<file path="config.mk">
export PLATFORM = sky130hd
export DESIGN_NAME = conv_sequencer_flat
export DESIGN_NICKNAME = d
export VERILOG_FILES = /design/src/rtl/conv_seq_if.sv /design/src/rtl/conv_sequencer.sv /design/src/flat_wrapper.sv
export SDC_FILE = /design/constraint.sdc
export NUM_CORES = 1
export LEC_CHECK = 0
export BUFFER_PORTS_ARGS = -buffer_cell sky130_fd_sc_hd__buf_2
export CORE_UTILIZATION = 24
export CTS_BUF_LIST = sky130_fd_sc_hd__clkbuf_16
export DETAILED_ROUTE_END_ITERATION = 6
export PLACE_DENSITY = 0.46
export SLEW_MARGIN = 0
export SYNTH_ARGS = -nofsm -noshare
export SYNTH_HDL_FRONTEND = slang
export SYNTH_SLANG_ARGS = --single-unit
</file>
<file path="constraint.sdc">
create_clock -name clk -period 2.4 [get_ports clk]
set_input_delay 0.48 -clock clk [delete_from_list [all_inputs] [get_ports clk]]
set_output_delay 0.48 -clock clk [all_outputs]
set_load 0.01 [all_outputs]
</file>
<file path="src/rtl/conv_seq_if.sv">
// Handshake and bus signals between the convolution sequencer and its surroundings
// (pixel RAM, stage1 front end, stage3 adder, output buffer).
interface conv_seq_if #(
   parameter int ADDR_W = 10
);
   logic              start;
   logic              abort;
   logic              stall;
   logic              rd_en;
   logic [ADDR_W-1:0] rd_addr;
   logic              pix_valid;
   logic              win_valid;
   logic              res_valid;
   logic signed [14:0] res_data;
   logic              wr_en;
   logic [ADDR_W-1:0] wr_addr;
   logic [7:0]        wr_data;
   logic              busy;
   logic              done;
   logic              err;

   // Sequencer side
   modport slave (
      input  start, abort, stall, res_valid, res_data,
      output rd_en, rd_addr, pix_valid, win_valid,
      output wr_en, wr_addr, wr_data, busy, done, err
   );

   // Controller / environment side
   modport master (
      output start, abort, stall, res_valid, res_data,
      input  rd_en, rd_addr, pix_valid, win_valid,
      input  wr_en, wr_addr, wr_data, busy, done, err
   );
endinterface

</file>
<file path="src/rtl/conv_sequencer.sv">
// Control FSM for the 3x3 convolution accelerator: raster-scans the pixel RAM, flags
// window-completing pixels and writes saturated adder results to the output buffer.
module conv_sequencer #(
   parameter int IMG_W     = 32,
   parameter int IMG_H     = 32,
   parameter int ADDR_W    = 10,
   parameter int OUT_SHIFT = 0
) (
   input logic      clk,
   input logic      rst_n,
   conv_seq_if.slave bus
);

   localparam int COL_W = (IMG_W > 1) ? $clog2(IMG_W) : 1;
   localparam int ROW_W = (IMG_H > 1) ? $clog2(IMG_H) : 1;
   localparam int CNT_W = ADDR_W + 1;

   localparam logic [ADDR_W-1:0] LAST_ADDR = ADDR_W'(IMG_W * IMG_H - 1);
   localparam logic [CNT_W-1:0]  N_RES     = CNT_W'((IMG_W - 2) * (IMG_H - 2));
   localparam logic [COL_W-1:0]  LAST_COL  = COL_W'(IMG_W - 1);

   typedef enum logic [1:0] {
      S_IDLE,
      S_FILL,
      S_DRAIN,
      S_DONE
   } state_e;

   state_e            state_q;
   logic              rd_en_q;
   logic [ADDR_W-1:0] rd_addr_q;
   logic [COL_W-1:0]  rd_col_q;
   logic [ROW_W-1:0]  rd_row_q;
   logic              pix_valid_q;
   logic              win_valid_q;
   logic              wr_en_q;
   logic [ADDR_W-1:0] wr_addr_q;
   logic [7:0]        wr_data_q;
   logic [CNT_W-1:0]  wr_cnt_q;
   logic              busy_q;
   logic              done_q;
   logic              err_q;

   logic signed [14:0] shifted;
   logic [7:0]         sat_data;
   logic               in_frame;
   logic               res_accept;
   logic               rd_win;

   // Clamp the shifted signed result into the unsigned 8-bit pixel range.
   always_comb begin
      shifted = bus.res_data >>> OUT_SHIFT;
      if (shifted[14]) begin
         sat_data = 8'h00;
      end else if (shifted > 15'sd255) begin
         sat_data = 8'hFF;
      end else begin
         sat_data = shifted[7:0];
      end
   end

   assign in_frame   = (state_q == S_FILL) || (state_q == S_DRAIN);
   assign res_accept = in_frame && bus.res_valid && (wr_cnt_q < N_RES);
   assign rd_win     = (rd_row_q >= ROW_W'(2)) && (rd_col_q >= COL_W'(2));

   // NOTE: every register is updated with non-blocking assignments so that all
   // decisions in this block see the values from before the clock edge.
   always_ff @(posedge clk or negedge rst_n) begin
      if (!rst_n) begin
         state_q     <= S_IDLE;
         rd_en_q     <= 1'b0;
         rd_addr_q   <= '0;
         rd_col_q    <= '0;
         rd_row_q    <= '0;
         pix_valid_q <= 1'b0;
         win_valid_q <= 1'b0;
         wr_en_q     <= 1'b0;
         wr_addr_q   <= '0;
         wr_data_q   <= '0;
         wr_cnt_q    <= '0;
         busy_q      <= 1'b0;
         done_q      <= 1'b0;
         err_q       <= 1'b0;
      end else if (bus.abort) begin
         // Abort drops the frame but keeps the sticky error for the host to read.
         state_q     <= S_IDLE;
         rd_en_q     <= 1'b0;
         rd_addr_q   <= '0;
         rd_col_q    <= '0;
         rd_row_q    <= '0;
         pix_valid_q <= 1'b0;
         win_valid_q <= 1'b0;
         wr_en_q     <= 1'b0;
         wr_addr_q   <= '0;
         wr_data_q   <= '0;
         wr_cnt_q    <= '0;
         busy_q      <= 1'b0;
         done_q      <= 1'b0;
      end else begin
         pix_valid_q <= rd_en_q;
         win_valid_q <= rd_en_q && rd_win;
         wr_en_q     <= 1'b0;
         done_q      <= 1'b0;

         if (res_accept) begin
            wr_en_q   <= 1'b1;
            wr_addr_q <= wr_cnt_q[ADDR_W-1:0];
            wr_data_q <= sat_data;
            wr_cnt_q  <= wr_cnt_q + 1'b1;
         end

         if (bus.res_valid && !res_accept) begin
            err_q <= 1'b1;
         end else if (bus.start && (state_q == S_IDLE)) begin
            err_q <= 1'b0;
         end

         unique case (state_q)
            S_IDLE: begin
               if (bus.start) begin
                  state_q   <= S_FILL;
                  busy_q    <= 1'b1;
                  rd_en_q   <= 1'b1;
                  rd_addr_q <= '0;
                  rd_col_q  <= '0;
                  rd_row_q  <= '0;
                  wr_cnt_q  <= '0;
               end
            end

            S_FILL: begin
               // rd_en_q high means the read at rd_addr_q went out this cycle.
               if (rd_en_q) begin
                  if (rd_addr_q == LAST_ADDR) begin
                     state_q <= S_DRAIN;
                     rd_en_q <= 1'b0;
                  end else begin
                     rd_addr_q <= rd_addr_q + 1'b1;
                     rd_en_q   <= !bus.stall;
                     if (rd_col_q == LAST_COL) begin
                        rd_col_q <= '0;
                        rd_row_q <= rd_row_q + 1'b1;
                     end else begin
                        rd_col_q <= rd_col_q + 1'b1;
                     end
                  end
               end else begin
                  rd_en_q <= !bus.stall;
               end
            end

            S_DRAIN: begin
               if (wr_cnt_q == N_RES) begin
                  state_q <= S_DONE;
                  busy_q  <= 1'b0;
                  done_q  <= 1'b1;
               end
            end

            S_DONE: begin
               state_q <= S_IDLE;
            end

            default: begin
               state_q <= S_IDLE;
            end
         endcase
      end
   end

   assign bus.rd_en     = rd_en_q;
   assign bus.rd_addr   = rd_addr_q;
   assign bus.pix_valid = pix_valid_q;
   assign bus.win_valid = win_valid_q;
   assign bus.wr_en     = wr_en_q;
   assign bus.wr_addr   = wr_addr_q;
   assign bus.wr_data   = wr_data_q;
   assign bus.busy      = busy_q;
   assign bus.done      = done_q;
   assign bus.err       = err_q;

endmodule

</file>
<file path="src/flat_wrapper.sv">
// flat-port wrapper written by rule: the top's interface ports become plain ports
module conv_sequencer_flat 
#(
   parameter int IMG_W     = 32,
   parameter int IMG_H     = 32,
   parameter int ADDR_W    = 10,
   parameter int OUT_SHIFT = 0
)
  (clk, rst_n, bus_start, bus_abort, bus_stall, bus_res_valid, bus_res_data, bus_rd_en, bus_rd_addr, bus_pix_valid, bus_win_valid, bus_wr_en, bus_wr_addr, bus_wr_data, bus_busy, bus_done, bus_err);
  conv_seq_if #(.ADDR_W(ADDR_W)) bus_i ();
  input logic clk;
  input logic rst_n;
  input wire logic [$bits(bus_i.start)-1:0] bus_start;
  input wire logic [$bits(bus_i.abort)-1:0] bus_abort;
  input wire logic [$bits(bus_i.stall)-1:0] bus_stall;
  input wire logic [$bits(bus_i.res_valid)-1:0] bus_res_valid;
  input wire logic [$bits(bus_i.res_data)-1:0] bus_res_data;
  output wire logic [$bits(bus_i.rd_en)-1:0] bus_rd_en;
  output wire logic [$bits(bus_i.rd_addr)-1:0] bus_rd_addr;
  output wire logic [$bits(bus_i.pix_valid)-1:0] bus_pix_valid;
  output wire logic [$bits(bus_i.win_valid)-1:0] bus_win_valid;
  output wire logic [$bits(bus_i.wr_en)-1:0] bus_wr_en;
  output wire logic [$bits(bus_i.wr_addr)-1:0] bus_wr_addr;
  output wire logic [$bits(bus_i.wr_data)-1:0] bus_wr_data;
  output wire logic [$bits(bus_i.busy)-1:0] bus_busy;
  output wire logic [$bits(bus_i.done)-1:0] bus_done;
  output wire logic [$bits(bus_i.err)-1:0] bus_err;
  assign bus_i.start = bus_start;
  assign bus_i.abort = bus_abort;
  assign bus_i.stall = bus_stall;
  assign bus_i.res_valid = bus_res_valid;
  assign bus_i.res_data = bus_res_data;
  assign bus_rd_en = bus_i.rd_en;
  assign bus_rd_addr = bus_i.rd_addr;
  assign bus_pix_valid = bus_i.pix_valid;
  assign bus_win_valid = bus_i.win_valid;
  assign bus_wr_en = bus_i.wr_en;
  assign bus_wr_addr = bus_i.wr_addr;
  assign bus_wr_data = bus_i.wr_data;
  assign bus_busy = bus_i.busy;
  assign bus_done = bus_i.done;
  assign bus_err = bus_i.err;
  conv_sequencer #(.IMG_W(IMG_W), .IMG_H(IMG_H), .ADDR_W(ADDR_W), .OUT_SHIFT(OUT_SHIFT)) u_core (.clk(clk), .rst_n(rst_n), .bus(bus_i));
endmodule
</file>
==> flow_summary.json <==
{
  "setup_viol": 0,
  "dp_worst_setup_slack_ps": 258,
  "ys_types": 45,
  "die-height_um": 113,
  "critical_path_buf_inv_count": 2,
  "rsz0062_at_grt": "no",
  "period_share": 0.896,
  "p_per_area_mw_per_mm2": 806,
  "grt_pass1_vias": 2462,
  "path_class": "register to register",
  "final_cells": 528,
  "drive_gt1_frac": 0.223,
  "dr.max_layer_used": "met4",
  "die_area_mm2": 0.0127,
  "layout_min_cycle_time_ps": 2150,
  "wl_met3_um": 286,
  "status": "finished, final reports clean",
  "syn_to_final_growth_pct": 25.4,
  "drt_drc_violations_left": 0,
  "hold_path.class": "input pin to async pin",
  "ioPinCount": 56,
  "vias": 2516,
  "dp_cells": 512,
  "tns_ps": 0,
  "nFillCells": 1256,
  "finalPower_mw": 2.97,
  "skew_ps": 4.92,
  "rows": 40,
  "synth_seq_area_share": 0.494,
  "path_depth": 8,
  "grt_usage": 0.125,
  "slowest_stage": "or3b_2",
  "wl_met1_um": 3590,
  "antenna_found_initial": 0,
  "crit_fanout": 27,
  "vias_per_cell": 4.77,
  "critPathTopFamily": "simple AND/OR/NAND/NOR gates",
  "post_cts_buffers": 0,
  "whs_ps": 128,
  "yosysWarnings": 0,
  "synth_top_area_frac": 0.494,
  "worstMarginPinSlew_ps": 862,
  "start_kind": "register",
  "cpPeakStageDelay_ps": 490,
  "diodes": 0,
  "place_congestion": 0.771,
  "cts_tree": "yes",
  "die_x_um": 113,
  "hold_viol_final": 0,
  "hpwl_um": 5200,
  "syn_avg_cell_area_um2": 9.29,
  "required_ps": 2640,
  "initial_utilization": 0.246,
  "grt_pass1_wl_um": 12400,
  "yosys-top-cells-count": "dfrtp_1 (58), nand2_1 (33), a21oi_1 (32)",
  "ctsResizeCount": 0,
  "ys_ff_latch": 58,
  "worst_slack_ps": 250,
  "nNetsFinal": 408,
  "routedWlPerCell_um": 13.8,
  "cts_hold_buf": 0,
  "cts_sinks": 58,
  "async_flop_share": 1.00,
  "fin_area_mm2": 0.00368,
  "cp_cell_sequence": "inv_1 > ha_1 > mux2_2 > a21oi_1 > o21a_1 > buf_4 > or3b_2 > o21ai_0",
  "cts_htree_levels": 3,
  "slew_headroom": 0.424,
  "drtPass1Iterations": 4,
  "coreArea_mm2": 0.0120,
  "leakagePower_nw": 1.72,
  "yosysMostFrequentCell": "dfrtp_1",
  "cap_violations": 0,
  "grt_max_degree": 39,
  "worst-endpoint-arrival_ps": 2390,
  "syn-num-nets": 348,
  "yosys.area.top_type": "dfrtp_1",
  "first_iter_violations": 136,
  "syn_inst": 316,
  "dpl_cell_area_mm2": 0.00340,
  "slew_violations": 0,
  "clk_pin_slew_ps": 50,
  "ant_nets": 0,
  "clk_path_buf_depth": 2,
  "synth-main-ff-cell": "dfrtp_1",
  "critPathCaptureType": "register",
  "fin_util": 0.308,
  "wl_um": 7310,
  "grt_overflow": 0,
  "dr_wl_met2_um": 3350,
  "reg2reg_depth": 8,
  "place.port_buffers": 55,
  "cts_made_buffers": 9,
  "synth_area_leaders": "dfrtp_1 (49%), a21oi_1 (5.5%), ha_1 (4.7%)",
  "max_freq_mhz": 465,
  "synth_edf_count": 0,
  "syn_area_mm2": 0.00294,
  "ctsRootBufferMaster": "clkbuf_16",
  "clk_latency_ps": 330,
  "vdd_ir_drop_max_v": 0.000293
}
==> logic make-up (layout without fill, tap and decap cells) <==
family	Yosys count	count (layout)	share of synthesized area
flops	58	58	0.494
simple gates	148	148	0.264
mux	2	2	0.00767
fa+ha+maj	11	11	0.0469
buf+inv	24	89	0.0349
xor+xnor	8	8	0.0239
compound gates	65	65	0.128
==> path summary, 6_finish.rpt <==
path	from	to	slack, ps
min reg2reg	u_core.bus.wr_data[5]	u_core.bus.wr_data[5]	520
max	u_core.state_q[0]	u_core.rd_row_q[1]	250
max in group asynchronous	rst_n	u_core.bus.wr_addr[0]	1690
min	rst_n	u_core.bus.busy	130
max reg2reg	u_core.state_q[0]	u_core.rd_row_q[1]	250
min in group clk	bus_abort	u_core.bus.rd_en	410
==> worst register-to-register path, delay by kind of cell (launching register included) <==
family | cells | cell delay [ps]
buf+inv | 2 | 270
mux | 1 | 260
fa+ha+maj | 1 | 260
compound gates | 3 | 400
simple gates | 1 | 500
flops | 1 | 370
==> flip-flops by register name (all words and copies together) (netlist names) <==
register              count
u_core.bus.wr_addr       10
u_core.bus.wr_en          1
u_core.bus.busy           1
u_core.rd_row_q           5
u_core.bus.err            1
u_core.state_q            2
u_core.bus.pix_valid      1
u_core.bus.win_valid      1
u_core.rd_col_q           5
u_core.bus.wr_data        8
u_core.bus.rd_en          1
u_core.bus.done           1
u_core.bus.rd_addr       10
u_core.wr_cnt_q          11
==> where the power goes <==
part           total [mW]  switching, mW  internal (mW)
Combinational       0.623          0.393          0.231
Sequential           1.13         0.0673           1.06
Clock                1.21          0.430          0.781
Total                2.97          0.890           2.08
==> metal layers <==
layer	global-route usage	vias to the layer above
met5	0	-
met4	0.0480	0
met3	0.0383	10
met2	0.191	44
met1	0.167	1222
li1	-	1240
==> area by class of cell <==
| type | instances | area (um2) | area share |
|---|---|---|---|
| Timing Repair Buffer | 63 | 348 | 0.0945 |
| Inverter | 10 | 37.5 | 0.0102 |
| Multi-Input combinational cell | 234 | 1380 | 0.375 |
| Clock inverter | 7 | 53.8 | 0.0146 |
| Sequential cell | 58 | 1450 | 0.394 |
| Tap cell | 147 | 184 | 0.0499 |
| Clock buffer | 9 | 225 | 0.0612 |
==> cell usage in the layout (no fill, tap or decap), types with 4 or more instances in the layout <==
| cell type | netlist | routed |
|---|---|---|
| a21oi_1 | 32 | 32 |
| and3_1 | 5 | 5 |
| buf_2 | 1 | 55 |
| buf_4 | 1 | 7 |
| clkbuf_16 | 0 | 9 |
| dfrtp_1 | 58 | 58 |
| ha_1 | 11 | 11 |
| inv_1 | 10 | 13 |
| nand2_1 | 33 | 33 |
| nand3_1 | 25 | 25 |
| nand4_1 | 6 | 6 |
| nand4b_1 | 4 | 4 |
| nor2_1 | 30 | 30 |
| nor3_1 | 5 | 5 |
| o21ai_0 | 17 | 17 |
| or3_1 | 16 | 16 |
| xor2_1 | 6 | 6 |
(Power assumes the default switching activity.)
